File: config.mk
export PLATFORM = sky130hd
export DESIGN_NAME = rv_predecode_q
export DESIGN_NICKNAME = d
export VERILOG_FILES = /design/src/rtl/rv_predecode_q_pkg.sv /design/src/rtl/rv_predecode_fields.sv /design/src/rtl/rv_predecode_q.sv
export SDC_FILE = /design/constraint.sdc
export NUM_CORES = 1
export LEC_CHECK = 0
export BUFFER_PORTS_ARGS = -buffer_cell sky130_fd_sc_hd__buf_2
export CORE_ASPECT_RATIO = 1.75
export CORE_MARGIN = 2
export CORE_UTILIZATION = 50
export DETAILED_ROUTE_END_ITERATION = 16
export PLACE_DENSITY = 0.77
export SYNTH_ARGS = -nofsm -noshare
export SYNTH_HDL_FRONTEND = slang
export SYNTH_SLANG_ARGS = --single-unit
export TNS_END_PERCENT = 20
File: constraint.sdc
create_clock -name clk_i -period 5.1 [get_ports clk_i]
set_clock_uncertainty 0.2 [all_clocks]
set_input_delay 0.255 -clock clk_i [delete_from_list [all_inputs] [get_ports clk_i]]
set_output_delay 0.255 -clock clk_i [all_outputs]
set_load 0.02 [all_outputs]
File: src/rtl/rv_predecode_q_pkg.sv
// Shared RV32I predecode definitions: major opcodes (ir[6:2]), FUNC_ADD,
// immediate-select codes and the opcode legality check.
// Latency: n/a (constants and a combinational helper). Backpressure: n/a.
package rv_predecode_q_pkg;

    // Major opcodes, ir[6:2]
    localparam logic [4:0] OPC_LOAD   = 5'b00000;
    localparam logic [4:0] OPC_FENCE  = 5'b00011;
    localparam logic [4:0] OPC_OP_IMM = 5'b00100;
    localparam logic [4:0] OPC_AUIPC  = 5'b00101;
    localparam logic [4:0] OPC_STORE  = 5'b01000;
    localparam logic [4:0] OPC_OP     = 5'b01100;
    localparam logic [4:0] OPC_LUI    = 5'b01101;
    localparam logic [4:0] OPC_BRANCH = 5'b11000;
    localparam logic [4:0] OPC_JALR   = 5'b11001;
    localparam logic [4:0] OPC_JAL    = 5'b11011;
    localparam logic [4:0] OPC_SYSTEM = 5'b11100;

    localparam logic [2:0] FUNC_ADD = 3'b000;

    // Immediate format of x_imm_o
    localparam logic [2:0] IMM_SEL_NONE = 3'd0;
    localparam logic [2:0] IMM_SEL_I    = 3'd1;
    localparam logic [2:0] IMM_SEL_S    = 3'd2;
    localparam logic [2:0] IMM_SEL_B    = 3'd3;
    localparam logic [2:0] IMM_SEL_U    = 3'd4;
    localparam logic [2:0] IMM_SEL_J    = 3'd5;

    // 1 when the word is not a supported 32-bit RV32I instruction.
    function automatic logic opc_illegal(input logic [31:0] ir);
        logic known;
        case (ir[6:2])
            OPC_LUI, OPC_AUIPC, OPC_JAL, OPC_JALR, OPC_BRANCH, OPC_LOAD,
            OPC_STORE, OPC_OP_IMM, OPC_OP, OPC_FENCE, OPC_SYSTEM: known = 1'b1;
            default: known = 1'b0;
        endcase
        return !known || (ir[1:0] != 2'b11);
    endfunction

endpackage

File: src/rtl/rv_predecode_fields.sv
// Splits an instruction word into execute fields and selects its immediate.
// Latency: purely combinational. Backpressure: none.
// Ports: ir (bits 31:2; the length bits are irrelevant here) -> rs1, rs2, rd,
//        shamt, opcode, fun, sign, imm, imm_sel.
module rv_predecode_fields
    import rv_predecode_q_pkg::*;
(
    input  logic [31:2] ir,
    output logic [4:0]  rs1,
    output logic [4:0]  rs2,
    output logic [4:0]  rd,
    output logic [4:0]  shamt,
    output logic [4:0]  opcode,
    output logic [2:0]  fun,
    output logic        sign,
    output logic [31:0] imm,
    output logic [2:0]  imm_sel
);

    assign rs1    = ir[19:15];
    assign rs2    = ir[24:20];
    assign rd     = ir[11:7];
    assign shamt  = ir[24:20];
    assign opcode = ir[6:2];
    assign sign   = ir[30];

    always_comb begin
        imm_sel = IMM_SEL_NONE;
        fun     = ir[14:12];
        case (ir[6:2])
            OPC_OP_IMM, OPC_LOAD: imm_sel = IMM_SEL_I;
            OPC_JALR: begin
                imm_sel = IMM_SEL_I;
                fun     = FUNC_ADD;   // link address = pc + 4
            end
            OPC_STORE:  imm_sel = IMM_SEL_S;
            OPC_BRANCH: imm_sel = IMM_SEL_B;
            OPC_LUI, OPC_AUIPC: begin
                imm_sel = IMM_SEL_U;
                fun     = FUNC_ADD;   // LUI adds to x0, AUIPC adds to pc
            end
            OPC_JAL: begin
                imm_sel = IMM_SEL_J;
                fun     = FUNC_ADD;
            end
            default: ;
        endcase
    end

    always_comb begin
        imm = '0;
        case (imm_sel)
            IMM_SEL_I: imm = {{20{ir[31]}}, ir[31:20]};
            IMM_SEL_S: imm = {{20{ir[31]}}, ir[31:25], ir[11:7]};
            IMM_SEL_B: imm = {{19{ir[31]}}, ir[31], ir[7], ir[30:25], ir[11:8], 1'b0};
            IMM_SEL_U: imm = {ir[31:12], 12'h000};
            IMM_SEL_J: imm = {{11{ir[31]}}, ir[31], ir[19:12], ir[20], ir[30:21], 1'b0};
            default:   imm = '0;
        endcase
    end

endmodule

File: src/rtl/rv_predecode_q.sv
// Predecode instruction queue between fetch and execute: DEPTH {pc, ir} entries,
// head presented with fields split; RF read addresses issued one cycle ahead.
// Latency: 1 cycle push-to-head. Backpressure: f_ready_o = !full, registered
// only (no path from x_ready_i); x_kill_i flushes everything.
// Optional: define URV_PREDECODE_ILLEGAL_EN to store a per-entry illegal bit
// decoded at push time; otherwise x_illegal_o is tied low.
module rv_predecode_q
    import rv_predecode_q_pkg::*;
#(
    parameter int DEPTH = 2,
    parameter int PC_W  = 32
) (
    input  logic            clk_i,
    input  logic            rst_n_i,
    input  logic            f_valid_i,
    output logic            f_ready_o,
    input  logic [PC_W-1:0] f_pc_i,
    input  logic [31:0]     f_ir_i,
    input  logic            x_kill_i,
    output logic            x_valid_o,
    input  logic            x_ready_i,
    output logic [PC_W-1:0] x_pc_o,
    output logic [4:0]      x_rs1_o,
    output logic [4:0]      x_rs2_o,
    output logic [4:0]      x_rd_o,
    output logic [4:0]      x_shamt_o,
    output logic [4:0]      x_opcode_o,
    output logic [2:0]      x_fun_o,
    output logic            x_shifter_sign_o,
    output logic [31:0]     x_imm_o,
    output logic [2:0]      x_imm_sel_o,
    output logic            x_illegal_o,
    output logic [4:0]      rf_rs1_o,
    output logic [4:0]      rf_rs2_o
);

    localparam int PTR_W = $clog2(DEPTH);
    localparam logic [PTR_W:0] FULL_CNT = (PTR_W+1)'(DEPTH);

    logic [PC_W-1:0]  mem_pc [DEPTH];
    logic [31:2]      mem_ir [DEPTH];
    logic [PTR_W-1:0] rd_ptr, wr_ptr;
    logic [PTR_W:0]   count;
    logic             push, pop;

    assign f_ready_o = (count != FULL_CNT);
    assign x_valid_o = (count != '0);
    assign push      = f_valid_i && f_ready_o;
    assign pop       = x_valid_o && x_ready_i;

    always_ff @(posedge clk_i or negedge rst_n_i) begin
        if (!rst_n_i) begin
            rd_ptr <= '0;
            wr_ptr <= '0;
            count  <= '0;
        end else if (x_kill_i) begin
            count  <= '0;
            rd_ptr <= wr_ptr;
        end else begin
            if (push) wr_ptr <= wr_ptr + 1'b1;
            if (pop)  rd_ptr <= rd_ptr + 1'b1;
            if (push && !pop)      count <= count + 1'b1;
            else if (!push && pop) count <= count - 1'b1;
        end
    end

    // Entry storage is deliberately unreset.
    always_ff @(posedge clk_i) begin
        if (push && !x_kill_i) begin
            mem_pc[wr_ptr] <= f_pc_i;
            mem_ir[wr_ptr] <= f_ir_i[31:2];
        end
    end

    assign x_pc_o = mem_pc[rd_ptr];

    rv_predecode_fields u_fields (
        .ir      (mem_ir[rd_ptr]),
        .rs1     (x_rs1_o),
        .rs2     (x_rs2_o),
        .rd      (x_rd_o),
        .shamt   (x_shamt_o),
        .opcode  (x_opcode_o),
        .fun     (x_fun_o),
        .sign    (x_shifter_sign_o),
        .imm     (x_imm_o),
        .imm_sel (x_imm_sel_o)
    );

    // RF lookahead: the entry that will sit at the head next cycle. If nothing
    // remains after this cycle's pop, the only candidate is the word being pushed.
    logic [PTR_W-1:0] la_ptr;
    logic [PTR_W:0]   la_left;
    logic [31:2]      la_ir;

    assign la_ptr  = rd_ptr + PTR_W'(pop);
    assign la_left = count - (PTR_W+1)'(pop);

    always_comb begin
        la_ir = f_ir_i[31:2];
        if (!x_kill_i && la_left != '0) la_ir = mem_ir[la_ptr];
    end

    assign rf_rs1_o = la_ir[19:15];
    assign rf_rs2_o = la_ir[24:20];

`ifdef URV_PREDECODE_ILLEGAL_EN
    logic mem_ill [DEPTH];

    always_ff @(posedge clk_i) begin
        if (push && !x_kill_i) mem_ill[wr_ptr] <= opc_illegal(f_ir_i);
    end

    assign x_illegal_o = mem_ill[rd_ptr];
`else
    // Length bits only matter to the illegal check.
    logic unused_ir_len;
    assign unused_ir_len = ^f_ir_i[1:0];
    assign x_illegal_o   = 1'b0;
`endif

endmodule

==> results.cfg <==
[outcome]
status = finished, final reports clean

[routing]
drt-pass1-iter-count = 4
wirelength_mm = 13.3
wl_per_cell_um = 17.7
ant_nets = 0
drt-initial-drc-count = 198
viasPerCell = 5.31
drc_errors = 0
vias = 4002

[clock_network]
cts-resized-gates = 0
clock-sinks = 128
cts_buffers = 17
ctsHtreeMaxLevel = 4
post_cts_buffers = 0
path_clk_slew_ns = 0.05
clock_path_buffers = 2
clkLatencyLatePin_ns = 0.39
clockRootBuffer = clkbuf_16
cts_tree = done
cts_hold_buffers = 66

[timing]
period_share_pct = 91.5
fin_crit_ns = 4.66
timing.final.ws_setup_ns = 0.436
fmax_mhz = 214
setup_viol = 0
fin_setup_tns_ns = 0
finalHoldViolCount = 0
tightest_slew_ns = 1.16
finalMaxSlewViolations = 0
max_slew_margin_pct = 22.4
rsz0062_at_grt = no

[synth]
synth_area_sq_um = 5620
syn_avg_cell_area_sq_um = 15.3
yosysMostFrequentCell = edfxtp_1
synth_common_cells = edfxtp_1, mux2_2, nand2_1
syn_inst = 367
ys.warnings.count = 0
yosys.cell_types.count = 50
synth_edf_count = 124
ys_top_cells_by_area = edfxtp_1, mux2_2, mux2i_1
yosysTopAreaCell = edfxtp_1
synth_top_area_share_pct = 66.3
async_flop_share_pct = 3.13
synth-seq-area-share_pct = 68.0
syn-num-nets = 437
synth_seq_cells = 128
ys.flop_type = edfxtp_1

[place]
place_inst = 657
io_buffer_count = 174
globalplace.congestion = 0.875
pre_cts_ws_ns = 0.882
dp_hpwl_mm = 8.33

[layout]
nNetsFinal = 680
n_antenna_cell = 0
fillers = 758
area_delta_synth_final_pct = 39.8
utilization_pct = 71.2
fin_cells = 753
drive_gt1_share_pct = 46.1

[worst_setup_path]
path_cells = mux2i_4 > inv_2 > or3_1 > and2_1 > or2_2 > ha_1 > maj3_1 > o22ai_2 > o221ai_2 > a32o_1 > buf_2
worstSetupPathType = reg2out
crit_path_max_incr_delay_ns = 0.65
required_ns = 4.64
end_kind = primary output
cp_max_fo = 21
cp_data_arrival_time_ns = 4.21
reg2reg_slack_ns = 2.26
cp-start-kind = flip-flop
cpMaxStageDelayCell = dfrtp_4

[die]
start_util_pct = 50.9
dieWidth_um = 84.1
die-area_sq_um = 12100
die_h_um = 144
rows = 51
io_pins = 178
core_area_sq_um = 11000

[grt]
gr-usage-all-layers_pct = 21.9
antenna_found_initial = 0
grt_overflow = 0
grt_pass1_wl_mm = 20.3
grt_max_degree = 44
grt_pass1_vias = 4257

[flow_run]
drv_cap = 0

[power]
vdd_drop_max_mv = 0.402
power_density_nw_per_um2 = 503
p_leak_nw = 3.12

[worst_hold_path]
min_path_type = in2reg
==> cell usage in the layout (no fill, tap or decap), types with 3 or more instances in the layout <==
master,n
a21oi_1,21
a22oi_1,4
and2_0,4
buf_2,174
buf_4,7
bufinv_16,4
clkbuf_16,17
clkinvlp_4,3
dfrtp_1,3
dlygate4sd3_1,66
edfxtp_1,124
inv_1,7
mux2_2,54
mux2i_1,16
nand2_1,32
nand2b_1,3
nor2_1,11
nor2b_1,3
nor2b_2,6
nor3_1,3
o21ai_0,11
o21bai_1,3
==> state kept, by name, indices dropped and copies added, names as in the netlist <==
signal / flops
rd_ptr: 1
mem_pc: 64
wr_ptr: 1
count: 2
mem_ir: 60
==> where the power goes <==
group          switching [mW]  leakage (nW)  total (mW)  internal, mW
combinational           0.827          1.65        1.37         0.543
clock                   0.412         0.283        1.22         0.806
sequential             0.0741          1.19        1.36          1.29
total                    1.31          3.12        3.95          2.64
==> final cells by class <==
cell class	instances	area, sq um	share of cell area [%]
multi-input cells	208	1650	21.0
well taps	132	165	2.10
flip-flops and latches	128	3830	48.7
clock inverters	12	169	2.15
inverters	8	30.0	0.382
clock buffers	18	429	5.46
repair buffers	247	1580	20.2
==> critical path, delay by kind of cell (launching register included) <==
family | cells | cell delay, ns
AND/OR/NAND/NOR | 3 | 1.00
AO/OA/AOI/OAI | 3 | 0.87
adder cells (fa/ha/maj) | 2 | 0.66
flip-flops | 1 | 0.65
multiplexers | 1 | 0.35
buffers and inverters | 2 | 0.28
==> worst paths after layout <==
path / cells after the start / startpoint / endpoint
worst max-delay path: 11 / rd_ptr / x_imm_o[11]
worst min-delay path: 4 / f_valid_i / count[1]
worst max register to register: 4 / count[0] / mem_ir[1][9]
worst min register to register: 1 / wr_ptr / wr_ptr
max in group asynchronous: 3 / rst_n_i / rd_ptr
min in group asynchronous: 3 / rst_n_i / rd_ptr
==> cell families (layout without fill, tap and decap cells) <==
logic type	count (synthesis)	in the layout	synth area share, %
xor gates and xnor gates	2	2	0.312
muxes	74	74	15.0
DFF	128	128	68.0
buffers and inverters	31	285	2.83
AOI/OAI and AO/OA	52	52	6.43
and+or+nand+nor	77	77	6.92
adders and majority gates	2	2	0.401
other	1	1	0.0667
==> per-stage QoR <==
step | hold slack, ns | area, sq um | power (mW)
3_5_place_dp | -0.135 | 6600 | 2.70
6_report | 0.0843 | 7860 | 3.95
5_1_grt | 0.119 | 7860 | 4.12
2_1_floorplan | -0.241 | 5620 | 2.33
3_3_place_gp | -0.137 | 6600 | 2.68
4_1_cts | 0.0750 | 7860 | 3.96
==> routing by layer <==
layer	share of wire (%)	track usage, %	routed length (um)	vias to the layer above
li1	-	-	-	1865
met1	34	21.0	4540	1946
met2	57	42.6	7610	160
met3	6.5	6.05	864	31
met4	2.4	9.42	324	0
met5	0	0	0	-
Note: power is estimated with default switching activity, not from simulation.
